==> src/rtl/pe_pkg.sv <==
// ------------------------------------------------------------------
// pe_pkg: shared widths, state encoding and saturation constant for
// the PE accumulate stage.                            Rev 1.0
// ------------------------------------------------------------------
`default_nettype none

package pe_pkg;

    localparam int PROD_W = 48;
    localparam int ACC_W  = 56;
    localparam int CNT_W  = 16;

    localparam logic [ACC_W-1:0] ACC_MAX = '1;

    typedef enum logic [1:0] {
        IDLE  = 2'd0,
        ACCUM = 2'd1,
        HOLD  = 2'd2
    } state_t;

endpackage

`default_nettype wire

==> src/rtl/pe_accumulator_if.sv <==
// ------------------------------------------------------------------
// pe_accumulator_if: product stream in, dot-product result out.
//                                                     Rev 1.0
// ------------------------------------------------------------------
`default_nettype none

interface pe_accumulator_if #(
    parameter int PROD_W = pe_pkg::PROD_W,
    parameter int ACC_W  = pe_pkg::ACC_W,
    parameter int CNT_W  = pe_pkg::CNT_W
);
    logic [CNT_W-1:0]  cfg_len;
    logic              in_valid;
    logic              in_ready;
    logic [PROD_W-1:0] in_prod;
    logic              out_valid;
    logic              out_ready;
    logic [ACC_W-1:0]  out_acc;
    logic              out_ovf;
    logic              busy;

    modport master (
        output cfg_len, in_valid, in_prod, out_ready,
        input  in_ready, out_valid, out_acc, out_ovf, busy
    );

    modport slave (
        input  cfg_len, in_valid, in_prod, out_ready,
        output in_ready, out_valid, out_acc, out_ovf, busy
    );
endinterface

`default_nettype wire

==> src/rtl/pe_accumulator_sat_add.sv <==
// ------------------------------------------------------------------
// sat_add: combinational unsigned adder clamping to all ones on carry.
//                                                     Rev 1.0
// ------------------------------------------------------------------
`default_nettype none

module sat_add #(
    parameter int ACC_W = pe_pkg::ACC_W
) (
    input  wire logic [ACC_W-1:0] a,
    input  wire logic [ACC_W-1:0] b,
    output logic      [ACC_W-1:0] sum,
    output logic                  ovf
);

    logic [ACC_W:0] full_w;

    assign full_w = {1'b0, a} + {1'b0, b};
    assign ovf    = full_w[ACC_W];
    assign sum    = ovf ? {ACC_W{1'b1}} : full_w[ACC_W-1:0];

endmodule

`default_nettype wire

==> src/rtl/pe_accumulator.sv <==
// ------------------------------------------------------------------
// pe_accumulator: sums a configured number of multiplier products and
// holds the saturated result behind a valid/ready register. Rev 1.0
// ------------------------------------------------------------------
`default_nettype none

module pe_accumulator #(
    parameter int PROD_W = pe_pkg::PROD_W,
    parameter int ACC_W  = pe_pkg::ACC_W,
    parameter int CNT_W  = pe_pkg::CNT_W
) (
    input  wire logic       clk,
    input  wire logic       rst_n,
    pe_accumulator_if.slave acc_if
);
    import pe_pkg::*;

    state_t             state_q;
    logic [ACC_W-1:0]   acc_q;
    logic [CNT_W-1:0]   cnt_q;
    logic [CNT_W-1:0]   len_q;
    logic               ovf_q;
    logic               in_ready_q;
    logic               out_valid_q;
    logic               busy_q;

    logic               beat_d;
    logic [CNT_W-1:0]   len_eff_d;
    logic [CNT_W-1:0]   cnt_inc_d;
    logic [ACC_W-1:0]   sum_d;
    logic               add_ovf_d;

    assign beat_d    = acc_if.in_valid && in_ready_q;
    assign len_eff_d = (acc_if.cfg_len == '0) ? CNT_W'(1) : acc_if.cfg_len;
    assign cnt_inc_d = cnt_q + CNT_W'(1);

    sat_add #(
        .ACC_W (ACC_W)
    ) u_sat_add (
        .a   (acc_q),
        .b   (ACC_W'(acc_if.in_prod)),
        .sum (sum_d),
        .ovf (add_ovf_d)
    );

    // in_ready is registered so it stays low until the first edge after reset
    always_ff @(posedge clk or negedge rst_n) begin
        if (!rst_n) begin
            state_q     <= IDLE;
            acc_q       <= '0;
            cnt_q       <= '0;
            len_q       <= '0;
            ovf_q       <= 1'b0;
            in_ready_q  <= 1'b0;
            out_valid_q <= 1'b0;
            busy_q      <= 1'b0;
        end else begin
            case (state_q)
                IDLE: begin
                    in_ready_q <= 1'b1;
                    if (beat_d) begin
                        acc_q  <= ACC_W'(acc_if.in_prod);
                        cnt_q  <= CNT_W'(1);
                        len_q  <= len_eff_d;
                        ovf_q  <= 1'b0;
                        busy_q <= 1'b1;
                        if (len_eff_d == CNT_W'(1)) begin
                            state_q     <= HOLD;
                            in_ready_q  <= 1'b0;
                            out_valid_q <= 1'b1;
                        end else begin
                            state_q <= ACCUM;
                        end
                    end
                end
                ACCUM: begin
                    if (beat_d) begin
                        acc_q <= sum_d;
                        ovf_q <= ovf_q | add_ovf_d;
                        cnt_q <= cnt_inc_d;
                        if (cnt_inc_d == len_q) begin
                            state_q     <= HOLD;
                            in_ready_q  <= 1'b0;
                            out_valid_q <= 1'b1;
                        end
                    end
                end
                HOLD: begin
                    if (acc_if.out_ready) begin
                        state_q     <= IDLE;
                        in_ready_q  <= 1'b1;
                        out_valid_q <= 1'b0;
                        busy_q      <= 1'b0;
                    end
                end
                default: begin
                    state_q     <= IDLE;
                    in_ready_q  <= 1'b0;
                    out_valid_q <= 1'b0;
                    busy_q      <= 1'b0;
                end
            endcase
        end
    end

    assign acc_if.in_ready  = in_ready_q;
    assign acc_if.out_valid = out_valid_q;
    assign acc_if.out_acc   = acc_q;
    assign acc_if.out_ovf   = ovf_q;
    assign acc_if.busy      = busy_q;

endmodule

`default_nettype wire

==> src/flat_wrapper.sv <==
// flat-port wrapper written by rule: the top's interface ports become plain ports
module pe_accumulator_flat import pe_pkg::*;
#(
    parameter int PROD_W = pe_pkg::PROD_W,
    parameter int ACC_W  = pe_pkg::ACC_W,
    parameter int CNT_W  = pe_pkg::CNT_W
)
  (clk, rst_n, acc_if_cfg_len, acc_if_in_valid, acc_if_in_prod, acc_if_out_ready, acc_if_in_ready, acc_if_out_valid, acc_if_out_acc, acc_if_out_ovf, acc_if_busy);
  pe_accumulator_if #(.PROD_W(PROD_W), .ACC_W(ACC_W), .CNT_W(CNT_W)) acc_if_i ();
  input  wire logic clk;
  input  wire logic rst_n;
  input wire logic [$bits(acc_if_i.cfg_len)-1:0] acc_if_cfg_len;
  input wire logic [$bits(acc_if_i.in_valid)-1:0] acc_if_in_valid;
  input wire logic [$bits(acc_if_i.in_prod)-1:0] acc_if_in_prod;
  input wire logic [$bits(acc_if_i.out_ready)-1:0] acc_if_out_ready;
  output wire logic [$bits(acc_if_i.in_ready)-1:0] acc_if_in_ready;
  output wire logic [$bits(acc_if_i.out_valid)-1:0] acc_if_out_valid;
  output wire logic [$bits(acc_if_i.out_acc)-1:0] acc_if_out_acc;
  output wire logic [$bits(acc_if_i.out_ovf)-1:0] acc_if_out_ovf;
  output wire logic [$bits(acc_if_i.busy)-1:0] acc_if_busy;
  assign acc_if_i.cfg_len = acc_if_cfg_len;
  assign acc_if_i.in_valid = acc_if_in_valid;
  assign acc_if_i.in_prod = acc_if_in_prod;
  assign acc_if_i.out_ready = acc_if_out_ready;
  assign acc_if_in_ready = acc_if_i.in_ready;
  assign acc_if_out_valid = acc_if_i.out_valid;
  assign acc_if_out_acc = acc_if_i.out_acc;
  assign acc_if_out_ovf = acc_if_i.out_ovf;
  assign acc_if_busy = acc_if_i.busy;
  pe_accumulator #(.PROD_W(PROD_W), .ACC_W(ACC_W), .CNT_W(CNT_W)) u_core (.clk(clk), .rst_n(rst_n), .acc_if(acc_if_i));
endmodule
==> config.mk <==
export PLATFORM = sky130hd
export DESIGN_NAME = pe_accumulator_flat
export DESIGN_NICKNAME = d
export VERILOG_FILES = /design/src/rtl/pe_pkg.sv /design/src/rtl/pe_accumulator_if.sv /design/src/rtl/pe_accumulator_sat_add.sv /design/src/rtl/pe_accumulator.sv /design/src/flat_wrapper.sv
export SDC_FILE = /design/constraint.sdc
export NUM_CORES = 1
export LEC_CHECK = 0
export ABC_AREA = 1
export BUFFER_PORTS_ARGS = -buffer_cell sky130_fd_sc_hd__buf_2
export CORE_MARGIN = 5
export CORE_UTILIZATION = 59
export CTS_CLUSTER_SIZE = 40
export DETAILED_ROUTE_END_ITERATION = 10
export PLACE_DENSITY_LB_ADDON = 0.3
export SYNTH_ARGS = -nofsm -noshare
export SYNTH_HDL_FRONTEND = slang
export SYNTH_SLANG_ARGS = --single-unit
==> constraint.sdc <==
create_clock -name clk -period 2.8 [get_ports clk]
set_input_delay 0.42 -clock clk [delete_from_list [all_inputs] [get_ports clk]]
set_output_delay 0.42 -clock clk [all_outputs]
set_load 0.03 [all_outputs]
==> run_summary.xml, run 1 <==
<?xml version="1.0" encoding="UTF-8"?>
<metrics>
  <group name="worst_setup_path">
    <metric name="criticalPathCategory" unit="">flop to flop</metric>
    <metric name="reg2reg_depth" unit="">12</metric>
    <metric name="critical_path.startpoint_type" unit="">flop</metric>
    <metric name="reg2reg_setup_slack" unit="ps">130</metric>
    <metric name="timing.critical_path.fanout_max" unit="">4</metric>
    <metric name="critPathLaunch" unit="">u_core.acc_if.out_acc[20]</metric>
    <metric name="setup.worst_path.end_class" unit="">flop</metric>
    <metric name="worstPathArrival" unit="ps">2920</metric>
    <metric name="crit-reg2reg-capture" unit="">u_core.acc_if.out_acc[37]</metric>
    <metric name="worst_r2r_startpoint" unit="">u_core.acc_if.out_acc[20]</metric>
    <metric name="required_arrival_time_at_the_worst_endpoint" unit="ps">3050</metric>
  </group>
  <group name="route">
    <metric name="vias_per_instance" unit="">5.76</metric>
    <metric name="finalWirelength" unit="um">30100</metric>
    <metric name="drt.antenna.violating_nets" unit="">0</metric>
    <metric name="dr_total_vias" unit="">10200</metric>
    <metric name="route.detailed.wl_per_inst" unit="um">17.0</metric>
    <metric name="drt_first_iter_violations" unit="">884</metric>
    <metric name="drt-pass1-iter-count" unit="">6</metric>
    <metric name="drc_violation_count_after_routing" unit="">0</metric>
  </group>
  <group name="global_routing">
    <metric name="wire_length_of_the_first_global_routing_pass" unit="um">49100</metric>
    <metric name="grt_max_degree" unit="">52</metric>
    <metric name="grt_overflow_total" unit="">0</metric>
    <metric name="number_of_global_route_vias_before_repair" unit="">9787</metric>
    <metric name="groute.usage.overall" unit="">0.343</metric>
    <metric name="number_of_antenna_violations_at_the_first_check_in_global_routing" unit="">1</metric>
  </group>
  <group name="yosys">
    <metric name="synth_cell_type_count" unit="">35</metric>
    <metric name="synth_seq_area_share" unit="">0.268</metric>
    <metric name="syn-cell-area" unit="sq um">8780</metric>
    <metric name="ys_top_cells_by_area" unit="">dfrtp_1 27%, nand2_1 18%, nor2_1 9.5%</metric>
    <metric name="synthesized_flop_and_latch_total" unit="">94</metric>
    <metric name="async_reset_ff_frac" unit="">1.00</metric>
    <metric name="main_synth_ff_type" unit="">dfrtp_1</metric>
    <metric name="synth-edff-count" unit="">0</metric>
    <metric name="post_synth.cell_area_avg" unit="sq um">6.08</metric>
    <metric name="syn-instance-count" unit="">1444</metric>
    <metric name="synthesis.nets" unit="">1562</metric>
    <metric name="synth.largest_area_cell" unit="">dfrtp_1</metric>
    <metric name="ys_warn_count" unit="">0</metric>
    <metric name="share_of_the_synthesized_area_in_the_top_cell_type" unit="">0.268</metric>
  </group>
  <group name="cts">
    <metric name="worst_skew_pair.late_latency" unit="ps">360</metric>
    <metric name="tritoncts_num_sinks" unit="">94</metric>
    <metric name="clkTransAtPathRegs" unit="ps">80</metric>
    <metric name="htreeDepth" unit="">3</metric>
    <metric name="clock_path_buffers" unit="">2</metric>
    <metric name="clock-root-buffer" unit="">clkbuf_16</metric>
    <metric name="post_cts_hold_buffer_count" unit="">0</metric>
    <metric name="cts_tree" unit="">built</metric>
    <metric name="numCtsBuffers" unit="">9</metric>
  </group>
  <group name="timing">
    <metric name="drv_slew" unit="">0</metric>
    <metric name="setup-violations-final" unit="">0</metric>
    <metric name="max_freq" unit="GHz">0.375</metric>
    <metric name="fin_crit_sh" unit="">0.952</metric>
    <metric name="whs" unit="ps">35.1</metric>
    <metric name="timing_hold_violations_final" unit="">0</metric>
    <metric name="relSlewSlack" unit="">0.613</metric>
    <metric name="unrepaired_setup_endpoints_after_global_routing" unit="">no</metric>
    <metric name="final.setup.tns" unit="ps">0</metric>
    <metric name="tightestPinTransition" unit="ps">580</metric>
    <metric name="finClkSkew" unit="ps">7.90</metric>
    <metric name="final_period_minus_worst_setup_slack" unit="ps">2670</metric>
  </group>
  <group name="placement">
    <metric name="gp_routability_congestion" unit="">1.12</metric>
    <metric name="placed_cell_area" unit="sq um">9690</metric>
    <metric name="post-dp-hpwl" unit="um">24400</metric>
    <metric name="io_buffer_count" unit="">127</metric>
    <metric name="placedCellCount" unit="">1750</metric>
  </group>
  <group name="power_and_ir_drop">
    <metric name="total_leakage_power" unit="nW">5.21</metric>
    <metric name="clock_power_share" unit="">0.111</metric>
    <metric name="internal_dissipation" unit="mW">5.05</metric>
    <metric name="power.switching_fraction" unit="">0.566</metric>
    <metric name="sequentialPowerShare" unit="">0.218</metric>
    <metric name="power_dissipated_by_switching_net_loads" unit="mW">6.57</metric>
    <metric name="p_comb_frac" unit="">0.671</metric>
    <metric name="vdd_ir_drop_max" unit="mV">0.726</metric>
    <metric name="cellPowerDensity" unit="nW/um^2">1160</metric>
  </group>
  <group name="floorplanning">
    <metric name="dieArea" unit="sq um">17400</metric>
    <metric name="row_count" unit="">44</metric>
    <metric name="starting_density_of_the_core" unit="">0.602</metric>
    <metric name="io-pin-count" unit="">128</metric>
    <metric name="die_height" unit="um">132</metric>
    <metric name="chipWidth" unit="um">132</metric>
    <metric name="floorplan.core_area" unit="sq um">14600</metric>
  </group>
  <group name="cells_and_area">
    <metric name="flow.area_growth_from_synthesis" unit="%">14.2</metric>
    <metric name="num-fill-cells" unit="">1347</metric>
    <metric name="finalNonFillerCells" unit="">1769</metric>
    <metric name="seqCellArea" unit="sq um">2350</metric>
    <metric name="design_area" unit="sq um">10000</metric>
    <metric name="final_layout_size_suffix_gt1_frac" unit="">0.128</metric>
    <metric name="layout.cells.most_common" unit="">nand2_1</metric>
    <metric name="nNetsFinal" unit="">1697</metric>
    <metric name="layout.cells.most_common_list" unit="">422 x nand2_1, 222 x nor2_1, 177 x inv_1</metric>
    <metric name="multi_input_comb_area" unit="sq um">5620</metric>
  </group>
  <group name="run_status">
    <metric name="outcome" unit="">finished clean</metric>
  </group>
  <group name="run">
    <metric name="number_of_max_cap_violations" unit="">0</metric>
  </group>
  <group name="hold_path">
    <metric name="worstHoldPathType" unit="">input port to asynchronous set/reset pin</metric>
  </group>
</metrics>
[Yosys cell counts (2+ instances only)]
cell type,instances
a21o_1,3
a21oi_1,76
a21oi_2,2
a22oi_1,2
and2_1,2
buf_2,3
buf_6,4
clkbuf_1,19
dfrtp_1,94
ha_1,49
inv_1,177
inv_2,7
nand2_1,422
nand2_2,4
nand3_1,84
nand3b_1,6
nand4_1,28
nor2_1,223
nor2_2,8
nor3_1,12
nor4_1,7
o21ai_0,119
o21ai_1,24
o21ai_2,10
o21bai_1,7
o22ai_1,11
xnor2_1,4
xor2_1,30
[worst max-delay path, stage by stage (launching register included)]
cell	delay [ps]
dfrtp_1	410
ha_1	360
nand2_1	170
inv_1	50
a21oi_1	210
a21boi_0	410
nand3_1	330
nand2_1	230
nand2_1	70
nand2_1	60
nand2_1	60
o21ai_2	110
nand2_1	60
[cell type report]
| class | count | share of cell area |
|---|---|---|
| multi-input combinational | 1140 | 0.560 |
| sequential | 94 | 0.235 |
| timing repair buffer | 150 | 0.0833 |
| inverter | 184 | 0.0690 |
| tap | 184 | 0.0230 |
| clock buffer | 9 | 0.0225 |
| clock inverter | 7 | 0.00724 |
| antenna | 1 | 0.000250 |
[power groups by stage]
stage	registers [mW]	clock network (mW)	logic, mW
finish	2.53	1.28	7.80
global route	2.62	1.36	8.62
CTS	2.52	1.29	7.67
detailed placement	2.54	0	7.62
global placement	2.52	0	7.49
floorplan	3.16	0	4.76
[worst max path at each step]
stage	endpoint	slack, ps	cells past startpoint
2_1_floorplan	u_core.acc_if.out_acc[27]	330	13
3_3_place_gp	u_core.acc_if.out_acc[37]	110	13
3_5_place_dp	u_core.acc_if.out_acc[44]	60	15
4_1_cts	u_core.acc_if.out_acc[44]	150	14
5_1_grt	u_core.acc_if.out_acc[39]	20	13
6_report	u_core.acc_if.out_acc[37]	130	12
[what timing repair did]
| item | CTS | global route |
|---|---|---|
| setup buffers | 0 | 2 |
| endpoints found under the setup margin | 0 | 16 |
| gates resized for setup | 0 | 4 |
[layer usage]
metal	GRT usage	vias to the layer above	routed length, um
li1	-	4941	-
met1	0.452	4677	12700
met2	0.555	486	13700
met3	0.0534	78	2430
met4	0.155	0	1290
met5	0	-	0
[registers in the layout (all words and copies together), names as in the netlist]
| name | flops |
|---|---|
| u_core.acc_if.in_ready | 1 |
| u_core.acc_if.out_acc | 56 |
| u_core.cnt_q | 16 |
| u_core.acc_if.busy | 1 |
| u_core.state_q | 2 |
| u_core.acc_if.out_ovf | 1 |
| u_core.len_q | 16 |
| u_core.acc_if.out_valid | 1 |
[per-stage QoR]
step	util	total power [mW]	setup slack (ps)
after detailed placement	0.664	10.2	58.9
final	0.687	11.6	133
after global placement	0.664	10.0	114
after CTS	0.684	11.5	145
after global routing	0.687	12.6	15.8
after floorplan	-	7.92	329
[logic make-up after synthesis]
group | after synthesis | share of synthesized area
AO/OA/AOI/OAI | 257 | 0.157
XOR/XNOR | 34 | 0.0339
adder cells (fa/ha/maj) | 50 | 0.0721
buffers and inverters | 210 | 0.0936
flip-flops | 94 | 0.268
AND/OR/NAND/NOR | 799 | 0.375
(Power assumes the default switching activity.)
==> inputs of run 2 (changes only) <==
--- a/config.mk
+++ b/config.mk
@@ -7,6 +7,7 @@
 export LEC_CHECK = 0
 export ABC_AREA = 1
 export BUFFER_PORTS_ARGS = -buffer_cell sky130_fd_sc_hd__buf_2
+export CORE_ASPECT_RATIO = 0.8
 export CORE_MARGIN = 5
 export CORE_UTILIZATION = 59
 export CTS_CLUSTER_SIZE = 40
==> constraint.sdc (replaced) <==
create_clock -name clk -period 2.8 [get_ports clk]
set_input_delay 0 -clock clk [delete_from_list [all_inputs] [get_ports clk]]
set_output_delay 0 -clock clk [all_outputs]
set_load 0.03 [all_outputs]
==> run_summary.xml, run 2 (synthesized netlist as in run 1, its figures left out) <==
<?xml version="1.0" encoding="UTF-8"?>
<metrics>
  <group name="power_and_ir_drop">
    <metric name="cellPowerDensity" unit="nW/um^2">1160</metric>
    <metric name="vdd_ir_drop_max" unit="mV">0.714</metric>
    <metric name="sequentialPowerShare" unit="">0.207</metric>
    <metric name="internal_dissipation" unit="mW">5.43</metric>
    <metric name="clock_power_share" unit="">0.121</metric>
    <metric name="power_dissipated_by_switching_net_loads" unit="mW">6.90</metric>
    <metric name="total_leakage_power" unit="nW">5.47</metric>
    <metric name="p_comb_frac" unit="">0.672</metric>
    <metric name="power.switching_fraction" unit="">0.560</metric>
  </group>
  <group name="floorplanning">
    <metric name="row_count" unit="">39</metric>
    <metric name="die_height" unit="um">119</metric>
    <metric name="io-pin-count" unit="">128</metric>
    <metric name="dieArea" unit="sq um">17400</metric>
    <metric name="floorplan.core_area" unit="sq um">14400</metric>
    <metric name="starting_density_of_the_core" unit="">0.608</metric>
    <metric name="chipWidth" unit="um">146</metric>
  </group>
  <group name="placement">
    <metric name="gp_routability_congestion" unit="">1.05</metric>
    <metric name="place_ws" unit="ps">68.2</metric>
    <metric name="post-dp-hpwl" unit="um">25000</metric>
    <metric name="io_buffer_count" unit="">127</metric>
  </group>
  <group name="cts">
    <metric name="numCtsBuffers" unit="">9</metric>
    <metric name="clock_path_buffers" unit="">2</metric>
    <metric name="clkTransAtPathRegs" unit="ps">80</metric>
    <metric name="worst_skew_pair.late_latency" unit="ps">360</metric>
    <metric name="clock-root-buffer" unit="">clkbuf_16</metric>
    <metric name="cts_tree" unit="">built</metric>
    <metric name="htreeDepth" unit="">3</metric>
    <metric name="tritoncts_num_sinks" unit="">94</metric>
  </group>
  <group name="timing">
    <metric name="finClkSkew" unit="ps">14.9</metric>
    <metric name="max_freq" unit="GHz">0.379</metric>
    <metric name="relSlewSlack" unit="">0.540</metric>
    <metric name="fin_crit_sh" unit="">0.943</metric>
    <metric name="setup_slack" unit="ps">159</metric>
    <metric name="setup-violations-final" unit="">0</metric>
    <metric name="final_period_minus_worst_setup_slack" unit="ps">2640</metric>
    <metric name="tightestPinTransition" unit="ps">683</metric>
    <metric name="final.setup.tns" unit="ps">0</metric>
    <metric name="unrepaired_setup_endpoints_after_global_routing" unit="">no</metric>
    <metric name="whs" unit="ps">-7.45</metric>
    <metric name="timing_hold_violations_final" unit="">2</metric>
    <metric name="drv_slew" unit="">0</metric>
  </group>
  <group name="worst_setup_path">
    <metric name="crit_top_cell" unit="">nand2_1</metric>
    <metric name="critPathLaunch" unit="">u_core.acc_if.out_acc[17]</metric>
    <metric name="reg2reg_depth" unit="">10</metric>
    <metric name="setup.worst_path.end_class" unit="">flop</metric>
    <metric name="worstPathCellList" unit="">ha_1 &gt; nand2_1 &gt; o21ai_0 &gt; a21oi_1 &gt; nand3_1 &gt; nand2_1 &gt; nand3_1 &gt; nand2_1 &gt; nor2_1 &gt; o21ai_0</metric>
    <metric name="criticalPathCategory" unit="">flop to flop</metric>
    <metric name="worst_r2r_startpoint" unit="">u_core.acc_if.out_acc[17]</metric>
    <metric name="worstPathArrival" unit="ps">2890</metric>
    <metric name="crit-reg2reg-capture" unit="">u_core.acc_if.out_acc[39]</metric>
    <metric name="reg2reg_setup_slack" unit="ps">160</metric>
    <metric name="critical_path.startpoint_type" unit="">flop</metric>
    <metric name="critical_path_cell_with_the_highest_stage_delay" unit="">o21ai_0</metric>
    <metric name="critPathMaxStageDelay" unit="ps">570</metric>
    <metric name="required_arrival_time_at_the_worst_endpoint" unit="ps">3050</metric>
    <metric name="timing.critical_path.fanout_max" unit="">4</metric>
  </group>
  <group name="global_routing">
    <metric name="number_of_antenna_violations_at_the_first_check_in_global_routing" unit="">1</metric>
    <metric name="grt_max_degree" unit="">63</metric>
    <metric name="wire_length_of_the_first_global_routing_pass" unit="um">51600</metric>
    <metric name="grt_overflow_total" unit="">0</metric>
    <metric name="number_of_global_route_vias_before_repair" unit="">9793</metric>
    <metric name="groute.usage.overall" unit="">0.370</metric>
  </group>
  <group name="cells_and_area">
    <metric name="flow.area_growth_from_synthesis" unit="%">21.0</metric>
    <metric name="nNetsFinal" unit="">1751</metric>
    <metric name="layout.cells.most_common" unit="">nand2_1</metric>
    <metric name="layout.cells.most_common_list" unit="">422 x nand2_1, 222 x nor2_1, 177 x inv_1</metric>
    <metric name="largest_reg_flops" unit="">56</metric>
    <metric name="final_layout_size_suffix_gt1_frac" unit="">0.128</metric>
  </group>
  <group name="route">
    <metric name="dr_total_vias" unit="">10600</metric>
    <metric name="finalWirelength" unit="um">32800</metric>
    <metric name="drt-pass1-iter-count" unit="">6</metric>
    <metric name="drt.antenna.violating_nets" unit="">0</metric>
    <metric name="drt_first_iter_violations" unit="">1131</metric>
    <metric name="drc_violation_count_after_routing" unit="">0</metric>
    <metric name="route.detailed.wl_per_inst" unit="um">18.0</metric>
    <metric name="vias_per_instance" unit="">5.82</metric>
  </group>
  <group name="hold_path">
    <metric name="worstHoldPathType" unit="">input port to flop</metric>
    <metric name="timing.hold.worst_path_depth" unit="">5</metric>
    <metric name="min_to" unit="">u_core.acc_if.out_acc[26]</metric>
    <metric name="hp-start" unit="">acc_if_in_prod[26]</metric>
  </group>
  <group name="run">
    <metric name="number_of_max_cap_violations" unit="">0</metric>
  </group>
  <group name="run_status">
    <metric name="violations" unit="">negative hold slack</metric>
    <metric name="outcome" unit="">finished with violations</metric>
  </group>
</metrics>
==> run 2: cell types whose count changed in the layout (fill, tap and decap cells not counted), moves of 2 or more <==
cell and delta:
inv_8 -2, bufinv_16 +3, buf_4 +5, a21oi_2 +2
dlygate4sd3_1 +47, buf_12 +2
==> run 2: metrics by stage <==
step,std cells,utilization,power (mW),instance area (sq um)
2_1_floorplan,1444,-,7.92,8780
3_3_place_gp,1756,0.676,10.3,9760
3_5_place_dp,1756,0.676,10.4,9760
4_1_cts,1818,0.732,12.0,10600
5_1_grt,1822,0.735,13.1,10600
6_report,1822,0.735,12.3,10600
==> run 2: metal layers <==
layer,vias to the layer above,track usage,part of all wire
li1,5044,-,-
met1,4821,0.514,0.41
met2,659,0.545,0.42
met3,72,0.126,0.14
met4,2,0.109,0.030
met5,-,0.0278,0.0020
==> run 2: how the worst max path moves through the flow <==
stage                                           end  slack [ps]  cells after the start
after floorplan           u_core.acc_if.out_acc[27]         330                     13
final                     u_core.acc_if.out_acc[39]         160                     10
after global placement    u_core.acc_if.out_acc[50]         110                     14
after global routing      u_core.acc_if.out_acc[40]          10                     14
after detailed placement  u_core.acc_if.out_acc[50]          70                     14
after CTS                 u_core.acc_if.out_acc[50]          60                     14
==> run 2: power by group through the flow <==
stage	sequential, mW	clock [mW]	combinational [mW]
6_report	2.55	1.49	8.29
5_1_grt	2.62	1.56	8.95
4_1_cts	2.52	1.49	7.95
3_5_place_dp	2.53	0	7.85
3_3_place_gp	2.50	0	7.76
2_1_floorplan	3.16	0	4.76
==> run 2: area by class of cell <==
class	count	area, sq um
Inverter	184	692
Antenna cell	1	2.50
Multi-Input combinational cell	1140	5620
Sequential cell	94	2350
Clock buffer	9	225
Fill cell	1218	3820
Timing Repair Buffer	204	1380
Clock inverter	6	116
Tap cell	184	230
==> run 2: what timing repair did <==
item / 4_1_cts / 5_1_grt
buffers inserted: 0 / 3
setup endpoints to repair: 0 / 10
resized for setup: 0 / 6
endpoints found under the hold margin: 79 / 0
hold buffers: 47 / 0
==> run 2: worst max-delay path: cells and delay by family (launching register included) <==
kind	cells	cell delay (ps)
AND/OR/NAND/NOR	6	840
adder cells (fa/ha/maj)	1	370
AO/OA/AOI/OAI	3	880
flip-flops	1	430
==> inputs of run 3 (changes only) <==
--- a/config.mk
+++ b/config.mk
@@ -9,10 +9,11 @@
 export BUFFER_PORTS_ARGS = -buffer_cell sky130_fd_sc_hd__buf_2
 export CORE_ASPECT_RATIO = 0.8
 export CORE_MARGIN = 5
-export CORE_UTILIZATION = 59
+export CORE_UTILIZATION = 60
 export CTS_CLUSTER_SIZE = 40
 export DETAILED_ROUTE_END_ITERATION = 10
-export PLACE_DENSITY_LB_ADDON = 0.3
+export PLACE_DENSITY = 0.82
 export SYNTH_ARGS = -nofsm -noshare
 export SYNTH_HDL_FRONTEND = slang
+export SYNTH_HIERARCHICAL = 1
 export SYNTH_SLANG_ARGS = --single-unit
==> run_summary.xml, run 3 <==
<?xml version="1.0" encoding="UTF-8"?>
<metrics>
  <group name="yosys">
    <metric name="ys_warn_count" unit="">6</metric>
    <metric name="synth-edff-count" unit="">0</metric>
    <metric name="share_of_the_synthesized_area_in_the_top_cell_type" unit="">0.248</metric>
    <metric name="post-synth-top-count-cell" unit="">nand2_1</metric>
    <metric name="synth_cell_type_count" unit="">37</metric>
    <metric name="syn-cell-area" unit="sq um">10300</metric>
    <metric name="post_synth.cell_area_avg" unit="sq um">5.64</metric>
    <metric name="ys_top_cells_by_area" unit="">nand2_1 25%, dfrtp_1 23%, inv_1 13%</metric>
    <metric name="main_synth_ff_type" unit="">dfrtp_1</metric>
    <metric name="async_reset_ff_frac" unit="">1.00</metric>
    <metric name="synth_seq_area_share" unit="">0.228</metric>
    <metric name="synth.largest_area_cell" unit="">nand2_1</metric>
    <metric name="syn-instance-count" unit="">1830</metric>
    <metric name="synthesized_flop_and_latch_total" unit="">94</metric>
    <metric name="synth_commonest_cells" unit="">682 x nand2_1, 349 x inv_1, 175 x nor2_1</metric>
  </group>
  <group name="worst_setup_path">
    <metric name="critical_path.startpoint_type" unit="">flop</metric>
    <metric name="timing.critical_path.fanout_max" unit="">12</metric>
    <metric name="criticalPathCategory" unit="">flop to flop</metric>
    <metric name="required_arrival_time_at_the_worst_endpoint" unit="ps">3050</metric>
    <metric name="setup.worst_path.end_class" unit="">flop</metric>
    <metric name="worstPathArrival" unit="ps">2970</metric>
  </group>
  <group name="timing">
    <metric name="max_freq" unit="GHz">0.367</metric>
    <metric name="final.setup.tns" unit="ps">0</metric>
    <metric name="drv_slew" unit="">0</metric>
    <metric name="fin_crit_sh" unit="">0.974</metric>
    <metric name="setup_slack" unit="ps">73.7</metric>
    <metric name="tightestPinTransition" unit="ps">722</metric>
    <metric name="finClkSkew" unit="ps">12.5</metric>
    <metric name="final_period_minus_worst_setup_slack" unit="ps">2730</metric>
    <metric name="setup-violations-final" unit="">0</metric>
    <metric name="relSlewSlack" unit="">0.518</metric>
    <metric name="timing_hold_violations_final" unit="">0</metric>
  </group>
  <group name="floorplanning">
    <metric name="die_height" unit="um">127</metric>
    <metric name="dieArea" unit="sq um">19900</metric>
    <metric name="chipWidth" unit="um">157</metric>
    <metric name="starting_density_of_the_core" unit="">0.617</metric>
    <metric name="row_count" unit="">42</metric>
    <metric name="floorplan.core_area" unit="sq um">16700</metric>
    <metric name="io-pin-count" unit="">128</metric>
  </group>
  <group name="global_routing">
    <metric name="number_of_global_route_vias_before_repair" unit="">11800</metric>
    <metric name="wire_length_of_the_first_global_routing_pass" unit="um">58700</metric>
    <metric name="grt_use_met2" unit="">0.578</metric>
    <metric name="groute.usage.overall" unit="">0.368</metric>
    <metric name="groute.layer.met3.usage" unit="">0.0798</metric>
    <metric name="globalRouteMet1Util" unit="">0.496</metric>
    <metric name="most_used_routing_layer_in_global_routing" unit="">met2</metric>
    <metric name="grt_max_degree" unit="">62</metric>
    <metric name="number_of_antenna_violations_at_the_first_check_in_global_routing" unit="">0</metric>
    <metric name="grt_overflow_total" unit="">0</metric>
  </group>
  <group name="cts">
    <metric name="clkTransAtPathRegs" unit="ps">80</metric>
    <metric name="tritoncts_num_sinks" unit="">94</metric>
    <metric name="clock_path_buffers" unit="">2</metric>
    <metric name="htreeDepth" unit="">3</metric>
    <metric name="clock-root-buffer" unit="">clkbuf_16</metric>
    <metric name="worst_skew_pair.late_latency" unit="ps">360</metric>
    <metric name="numCtsBuffers" unit="">9</metric>
    <metric name="cts_tree" unit="">built</metric>
  </group>
  <group name="run_status">
    <metric name="outcome" unit="">finished clean</metric>
  </group>
  <group name="route">
    <metric name="drt.antenna.violating_nets" unit="">0</metric>
    <metric name="drt_first_iter_violations" unit="">1445</metric>
    <metric name="vias_per_instance" unit="">5.58</metric>
    <metric name="drt-pass1-iter-count" unit="">7</metric>
    <metric name="finalWirelength" unit="um">38300</metric>
    <metric name="drc_violation_count_after_routing" unit="">0</metric>
    <metric name="route.detailed.wl_per_inst" unit="um">17.0</metric>
    <metric name="dr_total_vias" unit="">12600</metric>
  </group>
  <group name="power_and_ir_drop">
    <metric name="total_power" unit="mW">14.0</metric>
    <metric name="cellPowerDensity" unit="nW/um^2">1130</metric>
    <metric name="total_leakage_power" unit="nW">7.20</metric>
    <metric name="vdd_ir_drop_max" unit="mV">1.02</metric>
  </group>
  <group name="placement">
    <metric name="gp_routability_congestion" unit="">1.04</metric>
    <metric name="place_ws" unit="ps">102</metric>
    <metric name="io_buffer_count" unit="">127</metric>
    <metric name="post-dp-hpwl" unit="um">28400</metric>
  </group>
  <group name="cells_and_area">
    <metric name="finalCoreUtilization" unit="">0.741</metric>
    <metric name="largest_reg_flops" unit="">56</metric>
    <metric name="layout.cells.most_common" unit="">nand2_1</metric>
    <metric name="layout.cells.most_common_list" unit="">681 x nand2_1, 348 x inv_1, 173 x nor2_1</metric>
    <metric name="flow.area_growth_from_synthesis" unit="%">20.0</metric>
    <metric name="num-fill-cells" unit="">1380</metric>
    <metric name="final_layout_size_suffix_gt1_frac" unit="">0.124</metric>
    <metric name="nNetsFinal" unit="">2156</metric>
  </group>
  <group name="run">
    <metric name="number_of_max_cap_violations" unit="">0</metric>
  </group>
  <group name="hold_path">
    <metric name="worstHoldPathType" unit="">input port to flop</metric>
  </group>
</metrics>
-- run 3: cell count changes in the layout (fill, tap and decap cells not counted), sizes merged, moves of 33 or more --
cell / change
a21oi: -41
inv: +172
nand2: +288
nand3: +47
nor2: -38
o21ai: -33
-- run 3: path summary, 6_finish.rpt --
check | startpoint | endpoint | slack (ps) | cells past startpoint
max reg2reg | u_core/acc_if.out_acc[0] | u_core/acc_if.out_acc[14] | 70 | 16
max in group asynchronous | rst_n | u_core/len_q[8] | 1920 | 3
min reg2reg | u_core/acc_if.out_valid | u_core/acc_if.out_valid | 480 | 2
max | u_core/acc_if.out_acc[0] | u_core/acc_if.out_acc[14] | 70 | 16
min | acc_if_in_prod[42] | u_core/acc_if.out_acc[42] | 20 | 3
min in group asynchronous | rst_n | u_core/acc_if.out_acc[35] | 150 | 2
-- run 3: critical path, stage by stage, from the launching register on --
cell and delay, ps:
dfrtp_1 400, ha_1 250, fa_2 390, nand2_1 120, nand3_1 130, nand3_2 100
nand2_2 90, nand2_2 90, nand3b_4 90, nand2_2 70, inv_2 40, nor2_4 160
buf_4 170, clkbuf_16 170, nand2_2 60, o21ai_0 180, o21ai_0 110
-- run 3: cells by family after synthesis --
family	after synthesis	share of synthesized area
AOI/OAI and AO/OA	178	0.0901
adders and majority gates	58	0.0711
xor gates and xnor gates	22	0.0187
buffers and inverters	390	0.145
and+or+nand+nor	1087	0.447
other	1	0.000364
DFF	94	0.228
-- run 3: power breakdown --
group	internal, mW	leakage, nW	switching (mW)	total [mW]
clock network	0.793	0.150	0.639	1.43
registers	1.99	1.19	0.623	2.61
logic	3.15	5.86	6.80	9.95
-- run 3: per-layer routing --
layer / wire length, um / part of all wire
met5: 0 / 0
met1: 15800 / 0.41
met2: 16700 / 0.44
met3: 4360 / 0.11
met4: 1420 / 0.037
-- run 3: cell type report --
type                    instances  area (sq um)  area share
clock inverters                 6          92.6     0.00748
diodes                          1          2.50    0.000202
repair buffers                216          1540       0.125
well taps                     220           275      0.0222
multi-input cells            1353          6550       0.529
inverters                     356          1340       0.108
flip-flops and latches         94          2350       0.190
clock buffers                  10           229      0.0185
-- run 3: repair_timing --
action                                 CTS  global route
gates resized for setup                  0             9
hold buffers                            65             0
setup endpoints to repair                0             9
buffers inserted                         0             2
endpoints found under the hold margin  100             0
-- run 3: per-stage QoR --
stage / instance area [sq um] / hold slack (ps) / cells
floorplan: 10300 / -296 / 1837
global placement: 11300 / -14.3 / 2170
detailed placement: 11300 / -2.12 / 2170
CTS: 12300 / 5.09 / 2251
global route: 12400 / 15.6 / 2255
finish: 12400 / 18.8 / 2256
